**src/rtl/byte_pair_packer.sv**
```systemverilog
// byte_pair_packer
//   Packs a stream of bytes into 16-bit words, two bytes per word. A byte
//   flagged in_last while no byte is held becomes a padded word (upper or
//   lower byte 8'h00 depending on swap_en, out_pad=1). One output word is
//   held at a time; a new byte may be accepted on the same cycle the held
//   word is taken, so a continuous stream moves at one word per two cycles
//   (one word per cycle for single-byte padded words).
//
// Ports
//   clk, rst          : clock, async active-high reset
//   in_byte/in_valid/in_last/in_ready : upstream byte handshake
//   swap_en           : byte order for the word formed this cycle
//   out_word/out_valid/out_pad/out_ready : downstream word handshake
//   word_count        : words delivered downstream (wraps at 16 bits)
module byte_pair_packer (
  input  logic        clk,
  input  logic        rst,
  input  logic [7:0]  in_byte,
  input  logic        in_valid,
  input  logic        in_last,
  output logic        in_ready,
  input  logic        swap_en,
  output logic [15:0] out_word,
  output logic        out_valid,
  output logic        out_pad,
  input  logic        out_ready,
  output logic [15:0] word_count
);

  typedef enum logic [1:0] {IDLE, HALF, OUT} state_t;

  state_t     state, state_nxt;
  logic [7:0] byte0;
  logic       accept;
  logic       xfer;

  assign out_valid = (state == OUT);
  // Ready whenever no word is held, or the held word leaves this cycle.
  assign in_ready  = (state != OUT) || out_ready;
  assign accept    = in_valid && in_ready;
  assign xfer      = out_valid && out_ready;

  always_ff @(posedge clk or posedge rst) begin
    if (rst) state <= IDLE;
    else     state <= state_nxt;
  end

  always_comb begin
    state_nxt = state;
    case (state)
      IDLE: if (accept) state_nxt = in_last ? OUT : HALF;
      HALF: if (accept) state_nxt = OUT;
      OUT: begin
        // Accept and unload in the same cycle: no bubble between words.
        if (out_ready) begin
          if (accept) state_nxt = in_last ? OUT : HALF;
          else        state_nxt = IDLE;
        end
      end
      default: state_nxt = IDLE;
    endcase
  end

  // Byte capture and word formation. When HALF completes a word, byte0 is
  // read as the value held before this edge while in_byte lands alongside it.
  always_ff @(posedge clk or posedge rst) begin
    if (rst) begin
      byte0    <= 8'h00;
      out_word <= 16'h0000;
      out_pad  <= 1'b0;
    end else if (accept) begin
      if (state == HALF) begin
        out_word <= swap_en ? {byte0, in_byte} : {in_byte, byte0};
        out_pad  <= 1'b0;
      end else if (in_last) begin
        // Lone final byte: its partner is padding.
        out_word <= swap_en ? {in_byte, 8'h00} : {8'h00, in_byte};
        out_pad  <= 1'b1;
      end else begin
        byte0 <= in_byte;
      end
    end
  end

  always_ff @(posedge clk or posedge rst) begin
    if (rst)       word_count <= 16'h0000;
    else if (xfer) word_count <= word_count + 16'd1;
  end

endmodule

```
**config.mk**
```make
export PLATFORM = sky130hd
export DESIGN_NAME = byte_pair_packer
export DESIGN_NICKNAME = d
export VERILOG_FILES = /design/src/rtl/byte_pair_packer.sv
export SDC_FILE = /design/constraint.sdc
export NUM_CORES = 1
export LEC_CHECK = 0
export BUFFER_PORTS_ARGS = -buffer_cell sky130_fd_sc_hd__clkbuf_2
export CAP_MARGIN = 20
export CORE_ASPECT_RATIO = 0.75
export CORE_UTILIZATION = 57
export CTS_BUF_LIST = sky130_fd_sc_hd__clkbuf_16
export DETAILED_ROUTE_END_ITERATION = 7
export PLACE_DENSITY = 0.92
export SLEW_MARGIN = 20
export SYNTH_ARGS = -nofsm -noshare
export SYNTH_HDL_FRONTEND = slang
export SYNTH_SLANG_ARGS = --single-unit
```
**constraint.sdc**
```tcl
create_clock -name clk -period 4.55 [get_ports clk]
set_input_delay 0.455 -clock clk [delete_from_list [all_inputs] [get_ports clk]]
set_output_delay 0.455 -clock clk [all_outputs]
set_load 0.02 [all_outputs]
```
# Word-level counts from Yosys, hierarchy flattened
# Index checks and enable logic that the tools add are counted.
totals:
  register_bits: 43
  inputBits: 14
  out_inout_bits: 35
  elab_cells: 34
op_classes:
  addsub: 1
  n_eq_ne: 6
  mux: 12
  n_bitwise: 2
  n_reduce_logical: 8
ops:
  columns: ["op", "count"]
  rows:
  - ["$mux W16", 4]
  - ["$add A16 B1 Y16 const B", 1]
  - ["$mux W2", 5]
  - ["$ne A2 B2 Y1 const B", 3]
  - ["$pmux W2 S3", 1]
  - ["$reduce_and A3 Y1", 2]
  - ["$eq A2 B1 Y1 const B", 1]
  - ["$eq A2 B2 Y1 const B", 1]
  - ["$logic_and A1 B1 Y1", 2]
  - ["$logic_not A2 Y1", 1]
  - ["$mux W1", 2]
  - ["$ne A2 B1 Y1 const B", 1]
  - ["$not A1 Y1", 2]
  - ["$reduce_and A2 Y1", 1]
  - ["$reduce_bool A2 Y1", 1]
  - ["$logic_or A1 B1 Y1", 1]

# Longest topological paths before layout
logic_depth:
  word_depth: 6
  ltp_mapped: 7
  ltp_nobuf: 5

# Worst setup path before layout
# OpenSTA, ideal clock, no wires.
synth_timing:
  path_kind: "reg2out"
  from: "register state[1]"
  to: "output in_ready"
  arrival_ns: 1.236
  t_required_ns: 4.095
  setup_slack_ns: 2.859
  stages_incl_launch_ff: 4
  path_buffers: 1
  path_cell_list: "dfrtp_1 -> buf_2 -> nor2b_1 -> nand2_1"
synth_between:
  elab_chain_cells: 2
synth_rtl:
  columns: ["element", "line", "text"]
  rows:
  - ["start, declared", "32", "state_t state, state_nxt;"]
  - ["start signal, assigned", "45", "else state <= state_nxt;"]
  - ["$ne A2 B2 Y1", "39", "assign in_ready = (state != OUT) || out_ready;"]
  - ["$logic_or A1 B1 Y1", "39", null]
  - ["end, declared", "21", "output logic in_ready,"]
# No other way between the ends.

# Final worst setup path
# Ends and elaborated chain as after synthesis.

==> reports/qor.csv <==
metric,value,unit
headroom to the max-slew limit,57.8,%
Num CTS Buffers,5,
syn_area_per_cell,10.9,um^2
R2R setup slack,2.73,ns
ys async rst share,100,%
Routability Congestion,0.711,
Logic pwr share,28.0,%
TritonCTS clock tree,yes,
Synth top area share,51.6,%
metal3 WL,184,um
Critical Path Fanout Max,9,
share of post-route cells with drive strength above 1,31.4,%
area grow syn2layout,20.5,%
worst endpoint required time,4.09,ns
CTS Buffer Depth,2,
max cap viols,0,
Die Width,71.9,um
Post-synth top cells,"dfrtp_1, nor2_1, a21oi_1",
row count,18,
"EDFF count, synth",0,
GRT Util Overall,24.2,%
largest area contributor in the netlist,dfrtp_1,
M1 wire length,1.93,mm
status,"complete, no violations",
internal power,0.876,mW
vias in the first global route,1438,
Starting Density,61.3,%
via count,1602,
met2 WL post-DR,2.08,mm
top_reg_cell synth,dfrtp_1,
n_diodes,0,
clock slew at reported path FFs,0.06,ns
CP arrival,1.41,ns
Worst VDD drop,439,uV
Lkg Pwr,1.14,nW
Max Fclk,0.535,GHz
sequential share of the synthesized area,51.6,%
Core ar.,3400,um^2
Clock Skews,0.00395,ns
clk sink count,43,
cts repair resizes,0,
GRT Residual Overflow,0,
# Post-CTS Setup Buffers,0,
final hold violations,0,
Total Nets Final,253,
final WL,4.28,mm
Final period util,41.1,%
CP endpoint kind,primary output,
wire length per cell,14.8,um
Max Slew Vio Count,0,
initial antenna violation count,0,
Ports,49,
critical path type,flip-flop to primary output,
synth top area cells,"dfrtp_1, mux2_2, xnor2_1, a21oi_1, nor2_1",
power density over cell area,518,nW/um^2
first-pass GRT wire length,6.87,mm
RSZ-0062 raised after global routing,no,
Sw Share,32.7,%
min-delay worst type,input pin to async pin,
sequential power share,41.9,%
highest metal used,met4,
Post-Syn Area,2090,um^2
CTS root buffer,clkbuf_16,
number of synthesized register bits,43,
Yosys cell types,34,
most common cell in the netlist,dfrtp_1,
via/cell ratio,5.54,
hpwl dp,2.72,mm
PortBufs,48,
router iterations before antenna repair,4,
DRT iter0 DRCs,103,
Die ar.,3910,um^2
clock latency on the worst-skew pair,0.28,ns
"Net Count, Synth",207,
"worst slack, placed",2.54,ns
Synth warnings,0,
smallest setup slack after layout,2.68,ns
proportion of power drawn by the clock network,30.2,%
crit start category,flip-flop,
ANT nets after route,0,
Post-CTS Hold Buffers,0,
net switching power,0.426,mW
post-route cell area,2510,um^2
Final Critical Period,1.87,ns
Post-Syn Instances,192,
die height,54.4,um
# H-tree levels,2,
final setup violation count,0,
Placed Instance Area,2340,um^2
setup TNS,0,ns
Worst Max-Slew Pin Slew,0.632,ns
Remaining DRCs,0,
pin count of the biggest net entering global routing,44,
per-stage QoR:
step | hold slack [ns] | utilization (%) | total power [mW] | instances
finish | 0.303 | 73.9 | 1.30 | 289
global route | 0.361 | 73.9 | 1.38 | 289
CTS | 0.326 | 73.8 | 1.31 | 289
detailed placement | 0.480 | 68.9 | 0.909 | 281
global placement | 0.461 | 68.9 | 0.896 | 281
floorplan | 0.475 | - | 0.798 | 192
sequential cells by signal (all words and copies together), names as in the netlist:
signal / cells
out_word: 16
word_count: 16
byte0: 8
state: 2
out_pad: 1
kinds of logic after synthesis:
kind of cell             count (synthesis)  synth area share, %
AO/OA/AOI/OAI                           40                 13.0
flip-flops                              43                 51.6
XOR/XNOR                                16                 6.72
AND/OR/NAND/NOR                         57                 13.4
multiplexers                            22                 11.5
buffers and inverters                   13                 3.30
adder cells (fa/ha/maj)                  1                0.600
layout make-up:
type                       instances  area, um^2
tap                               50        62.6
timing repair buffer              50         255
sequential                        43        1080
fill                             232         887
clock inverter                     3        38.8
inverter                           2        7.51
clock buffer                       5         125
multi-input combinational        136         948
power groups by stage:
| stage | combinational, mW | clock (mW) | sequential [mW] |
|---|---|---|---|
| 6_report | 0.364 | 0.393 | 0.545 |
| 3_3_place_gp | 0.351 | 0 | 0.545 |
| 3_5_place_dp | 0.359 | 0 | 0.550 |
| 4_1_cts | 0.366 | 0.397 | 0.545 |
| 5_1_grt | 0.397 | 0.421 | 0.559 |
| 2_1_floorplan | 0.178 | 0 | 0.620 |
layer usage:
| layer | up-vias | track usage, % |
|---|---|---|
| met2 | 50 | 39.3 |
| met4 | 0 | 6.21 |
| met3 | 10 | 7.73 |
| met5 | - | 0 |
| met1 | 772 | 32.1 |
| li1 | 770 | - |
cell usage in the layout (no fill, tap or decap), types with 3 or more instances in the layout:
cell type	instances
mux2_2	14
o221ai_1	6
o21ai_0	4
xnor2_1	13
nand4_1	3
o21a_1	7
dfrtp_1	43
nand3_1	5
a21oi_1	16
mux2i_1	7
nand2_1	14
clkbuf_2	48
clkbuf_16	5
nor2_1	20
xor2_1	3
nand2b_1	4
worst max-delay path, stage by stage, from the launching register on:
cell and delay (ns):
dfrtp_1 0.52, nor2b_1 0.36, nand2_1 0.09, clkbuf_2 0.16
worst paths after layout:
check                       startpoint        endpoint  depth (start not counted)
hold reg to reg            out_word[2]     out_word[2]                          1
min in group clk            in_byte[5]        byte0[5]                          2
setup reg to reg              state[0]     out_word[1]                          4
max in group asynchronous          rst   word_count[4]                          3
hold / removal                     rst  word_count[12]                          3
setup / recovery              state[1]        in_ready                          3
Note: power is estimated with default switching activity, not from simulation.
